## config.mk

```make
export PLATFORM = sky130hd
export DESIGN_NAME = fifo_rr_scheduler
export DESIGN_NICKNAME = d
export VERILOG_FILES = /design/src/rtl/fifo_rr_scheduler.sv
export SDC_FILE = /design/constraint.sdc
export NUM_CORES = 1
export LEC_CHECK = 0
export BUFFER_PORTS_ARGS = -buffer_cell sky130_fd_sc_hd__buf_2
export CORE_MARGIN = 5
export CORE_UTILIZATION = 42
export DETAILED_ROUTE_END_ITERATION = 16
export PLACE_DENSITY = 0.9
export SYNTH_ARGS = -nofsm -noshare
export SYNTH_HDL_FRONTEND = slang
export SYNTH_SLANG_ARGS = --single-unit
```

## constraint.sdc

```tcl
create_clock -name clk -period 2.3 [get_ports clk]
set_input_delay 0.46 -clock clk [delete_from_list [all_inputs] [get_ports clk]]
set_output_delay 0.46 -clock clk [all_outputs]
set_load 0.02 [all_outputs]
```

## src/rtl/fifo_rr_scheduler.sv

```systemverilog
// Round-robin drain of NUM_Q upstream FIFOs into one valid/ready stream, with a per-grant burst cap.
// Optional macro FIFO_RR_SCHED_PRIO_EN gives queue 0 strict priority over the rotation.
module fifo_rr_scheduler #(
    parameter int NUM_Q     = 4,
    parameter int BIT_WIDTH = 32,
    parameter int BURST_LEN = 4,
    localparam int QID_W    = $clog2(NUM_Q)
) (
    input  logic                       clk,
    input  logic                       rst,
    input  logic                       sched_en,
    input  logic [NUM_Q-1:0]           fifo_empty,
    output logic [NUM_Q-1:0]           fifo_re,
    input  logic [NUM_Q*BIT_WIDTH-1:0] fifo_dout,
    input  logic [NUM_Q-1:0]           fifo_ovalid,
    output logic [BIT_WIDTH-1:0]       m_data,
    output logic [QID_W-1:0]           m_qid,
    output logic                       m_valid,
    input  logic                       m_ready,
    output logic                       sched_busy
);
    localparam logic [1:0] IDLE    = 2'd0;
    localparam logic [1:0] ISSUE   = 2'd1;
    localparam logic [1:0] CAPTURE = 2'd2;
    localparam logic [1:0] PRESENT = 2'd3;
    localparam int BEAT_W = (BURST_LEN > 1) ? $clog2(BURST_LEN) : 1;

    logic [1:0]           state_reg, state_next;
    logic [QID_W-1:0]     grant_reg, grant_next;
    logic [QID_W-1:0]     last_grant_reg, last_grant_next;
    logic [BEAT_W-1:0]    beat_reg, beat_next;
    logic [BIT_WIDTH-1:0] m_data_reg, m_data_next;
    logic [QID_W-1:0]     m_qid_reg, m_qid_next;
    logic                 m_valid_reg, m_valid_next;

    logic [BIT_WIDTH-1:0] dout_arr [NUM_Q];
    logic                 found;
    logic [QID_W-1:0]     pick;
    logic                 handshake;
    logic                 prio_preempt;
    logic                 burst_done;

    genvar gi;
    generate
        for (gi = 0; gi < NUM_Q; gi++) begin : g_lane
            assign dout_arr[gi] = fifo_dout[gi*BIT_WIDTH +: BIT_WIDTH];
            assign fifo_re[gi]  = (state_reg == ISSUE) && (grant_reg == QID_W'(gi));
        end
    endgenerate

    // Rotating search: the queue just after last_grant has the highest priority.
    always_comb begin : search
        int               idx;
        logic [QID_W-1:0] idx_q;
        idx   = 0;
        idx_q = '0;
        found = 1'b0;
        pick  = '0;
`ifdef FIFO_RR_SCHED_PRIO_EN
        if (!fifo_empty[0]) begin
            found = 1'b1;
        end
`endif
        for (int k = 1; k <= NUM_Q; k++) begin
            idx   = (int'(last_grant_reg) + k) % NUM_Q;
            idx_q = QID_W'(idx);
            if (!found && !fifo_empty[idx_q]) begin
                found = 1'b1;
                pick  = idx_q;
            end
        end
    end

`ifdef FIFO_RR_SCHED_PRIO_EN
    assign prio_preempt = (grant_reg != '0) && !fifo_empty[0];
`else
    assign prio_preempt = 1'b0;
`endif

    assign handshake  = (state_reg == PRESENT) && m_valid_reg && m_ready;
    assign burst_done = (beat_reg == BEAT_W'(BURST_LEN - 1)) || fifo_empty[grant_reg]
                        || !sched_en || prio_preempt;

    always_comb begin
        state_next      = state_reg;
        grant_next      = grant_reg;
        last_grant_next = last_grant_reg;
        beat_next       = beat_reg;
        m_data_next     = m_data_reg;
        m_qid_next      = m_qid_reg;
        m_valid_next    = m_valid_reg;
        case (state_reg)
            IDLE: begin
                if (sched_en && found) begin
                    grant_next = pick;
                    beat_next  = '0;
                    state_next = ISSUE;
                end
            end
            ISSUE: state_next = CAPTURE;
            CAPTURE: begin
                // Only the granted queue's read-valid matters; others may toggle freely.
                if (fifo_ovalid[grant_reg]) begin
                    m_data_next  = dout_arr[grant_reg];
                    m_qid_next   = grant_reg;
                    m_valid_next = 1'b1;
                    state_next   = PRESENT;
                end
            end
            PRESENT: begin
                if (handshake) begin
                    m_valid_next = 1'b0;
                    beat_next    = beat_reg + 1'b1;
                    if (burst_done) begin
                        state_next      = IDLE;
                        last_grant_next = grant_reg;
                    end else begin
                        state_next = ISSUE;
                    end
                end
            end
            default: state_next = IDLE;
        endcase
    end

    always_ff @(posedge clk) begin
        if (rst) begin
            state_reg      <= IDLE;
            grant_reg      <= '0;
            last_grant_reg <= QID_W'(NUM_Q - 1);
            beat_reg       <= '0;
            m_data_reg     <= '0;
            m_qid_reg      <= '0;
            m_valid_reg    <= 1'b0;
        end else begin
            state_reg      <= state_next;
            grant_reg      <= grant_next;
            last_grant_reg <= last_grant_next;
            beat_reg       <= beat_next;
            m_data_reg     <= m_data_next;
            m_qid_reg      <= m_qid_next;
            m_valid_reg    <= m_valid_next;
        end
    end

    assign m_data     = m_data_reg;
    assign m_qid      = m_qid_reg;
    assign m_valid    = m_valid_reg;
    assign sched_busy = (state_reg != IDLE);
endmodule
```

==> key figures <==
STA
  – Final period util: 81.66%
  – Rel. slew slack: about 46%
  – Max-slew violation count: 0
  – Fmax: about 530 MHz
  – Tmin final: 1.878 ns
  – Sum of negative setup slack: 0 ns
  – RSZ-0062 raised after global routing: no
  – Worst slew pin tran: approximately 0.8 ns
  – Final Setup Violations: 0
  – Fin Clk Skew: ~0.0083 ns
  – Hold Fails Final Rpt: 0

Placed design
  – DPL Wire Length: between 6 and 7 mm
  – Port bufs: about 180
  – Routability Congestion: 0.9176

Cells and area
  – NumNets Final: roughly 590
  – Largest register FFs: 32
  – Share of layout cells above drive strength 1: a little over half
  – Storage element area: roughly 860 µm²
  – Filler cell count: 547
  – Multi-input combinational cell area: around 0.0016 mm²
  – # diodes: 0
  – Area grow syn2layout: 40.33%

CTS
  – CTS Root Cell: clkbuf_8
  – Num CTS Buffers: 5
  – CTS hold repair buffers: 0
  – CTS sink cnt: 43
  – Post-CTS setup buffers: 0
  – PostCTS Resize Cnt: 0
  – Clk slew on worst S/H paths: about 0.080 ns
  – CTS max path bufs: 2
  – Worst-Skew Late Latency: 0.29 ns
  – H-tree depth: 2
  – TritonCTS clock tree: built

GRT
  – GRT overflow: 0
  – GRT met3 Usage: ~4%
  – GR Util met2: between 30% and 40%
  – Met1 GRT Util: roughly 24%
  – Global routing's busiest layer: met2
  – Total track usage: between 10% and 20%
  – Initial antenna violation count: 0
  – First-pass GRT wire length: approximately 12 mm
  – Vias in the first global route: around 2700
  – Largest net degree at the start of global routing: 46

Synth
  – Yosys reg bits: 43
  – Synth area leader: dfxtp_1
  – Ys flop type: dfxtp_1
  – Number of synthesized flops with an enable pin: 0
  – Simple-gate share of the synthesized area: around 17%
  – Cells after Synth: 268
  – Top cells by area in the synthesized netlist: dfxtp_1 33%, mux4_2 29%, nand2_1 10%, a21oi_1 7.9%, ha_1 2.4%
  – Register area share after synthesis: between 30% and 40%
  – Synth Net Count: 413
  – Largest family of logic cells by synthesized area: multiplexers
  – Multiplexer share of the synthesized area: roughly 30%
  – Synth cell types: 37
  – Syn. warnings: 0
  – Async SR Flop Fraction: 0%
  – Mapped cell area: 0.002613 mm²
  – Compound-Gate Fraction of Synth Area: roughly an eighth
  – Avg Inst Size Synth: 9.748 µm²
  – Post-synthesis adder-cell area fraction: roughly 2.4%
  – XOR/XNOR share of the synthesized area: 0%
  – Yosys top cell area share: roughly a third

Status
  – Status: complete, no violations

Min path
  – Hold WC Path Type: register to register

Worst setup path
  – Kind of end point of the critical path: primary output
  – CP Class: register to primary output
  – Largest fanout on the critical path: 7
  – Setup crit start kind: register
  – CP required: approximately 1.8 ns
  – Worst EP arrival: ~1.4 ns

Floorplan
  – I/O pin count: 180
  – Initial core utilization: between 40% and 50%
  – Die height: about 89 µm
  – Die X: 88.87 µm
  – Total die area: between 0.007 and 0.008 mm²
  – Core Region: ~0.0060 mm²
  – Row count: 28

Drt
  – Final wirelength: between 8 and 9 mm
  – Final antenna-violating net count: 0
  – DR vias/cell: approximately 5.2
  – Wire length per cell: ~16 µm
  – Routed vias: between 2000 and 3000
  – Pre-antenna DRT Iters: 4
  – DR iter-0 viols: 140
  – DRC viols: 0

Power
  – Max VDD drop: 0.4417 mV
  – Power per standard cell area: around 760 mW/mm²
  – Total power: ~2800 µW
  – Leak: 0.001643 µW

Job
  – Max Cap Viol: 0
==> Yosys cell counts (4+ instances only) <==
cell type and instances:
inv_1 4, nor3_1 5, buf_6 4, nor2_1 6, a21oi_1 41, mux4_2 34, nand2_1 73, clkbuf_1 9
buf_2 6, ha_1 5, dfxtp_1 43
==> metrics by stage <==
| stage | utilization (%) | hold slack [ns] | worst slack, ns | std cells | instance area [µm²] |
|---|---|---|---|---|---|
| after floorplan | - | 0.4554 | 0.5316 | 268 | 2613 |
| after global routing | 61.19 | 0.4777 | 0.3354 | 516 | 3666 |
| after CTS | 61.19 | 0.4551 | 0.4317 | 516 | 3666 |
| final | 61.19 | 0.4541 | 0.4219 | 516 | 3666 |
| after detailed placement | 58.98 | 0.4432 | 0.5224 | 508 | 3533 |
| after global placement | 58.98 | 0.4393 | 0.5624 | 508 | 3533 |
==> power breakdown <==
group          internal, µW  switching, µW  leakage (µW)  total [µW]
logic                   571            634       0.00123        1210
registers               841           59.7      0.000349         901
clock network           434            253     0.0000654         687
==> path summary, 6_finish.rpt <==
check | from | to | slack [ns] | cells past startpoint
worst max register to register | state_reg[0] | state_reg[1] | 0.49 | 6
worst max-delay path | state_reg[0] | sched_busy | 0.42 | 4
worst min-delay path | m_data[24] | m_data[24] | 0.45 | 2
worst min register to register | m_data[24] | m_data[24] | 0.45 | 2
==> placed cells by master (no fill, tap or decap) <==
cell,instances
nand2b_1,3
and2_1,2
buf_4,8
bufinv_16,2
a211o_1,1
clkbuf_1,1
inv_1,4
dfxtp_1,41
clkbuf_8,5
ha_1,5
buf_2,179
nand3b_1,1
nand4_1,1
o311ai_1,1
a311oi_1,1
a21oi_1,41
o221ai_1,1
mux2_2,1
nor2b_1,2
and3_1,2
nand2_2,1
o31a_1,1
nor3b_1,3
nand2_1,73
nor2_1,6
or3b_2,1
mux4_2,34
dfxtp_2,2
nand3_1,1
a41o_1,1
a211oi_1,1
o21ai_1,1
nor2b_2,1
a2111oi_0,1
nor3_1,5
o21ai_0,3
a31oi_1,1
o22ai_1,1
a21o_1,2
==> routing by layer <==
layer / vias up / routed length, µm
met5: - / 0
met4: 0 / 133
met3: 14 / 635
met2: 117 / 4154
met1: 1238 / 3132
li1: 1322 / -
==> worst max-delay path, cell delays in order, from the launching register on <==
cell and delay [ns]:
dfxtp_1 0.39, inv_1 0.10, ha_1 0.29, inv_1 0.16
buf_2 0.19
==> logic make-up after synthesis <==
family	Yosys count
fa+ha+maj	5
flops	43
simple gates	102
buf+inv	26
mux	35
compound gates	57
==> cell type report <==
| cell class | count | share of cell area (%) |
|---|---|---|
| Clock buffer | 6 | 1.980 |
| Clock inverter | 2 | 1.638 |
| Inverter | 4 | 0.4096 |
| Sequential cell | 43 | 23.55 |
| Timing Repair Buffer | 187 | 26.08 |
| Tap cell | 75 | 2.560 |
| Multi-Input combinational cell | 199 | 43.79 |
(Power assumes the default switching activity.)
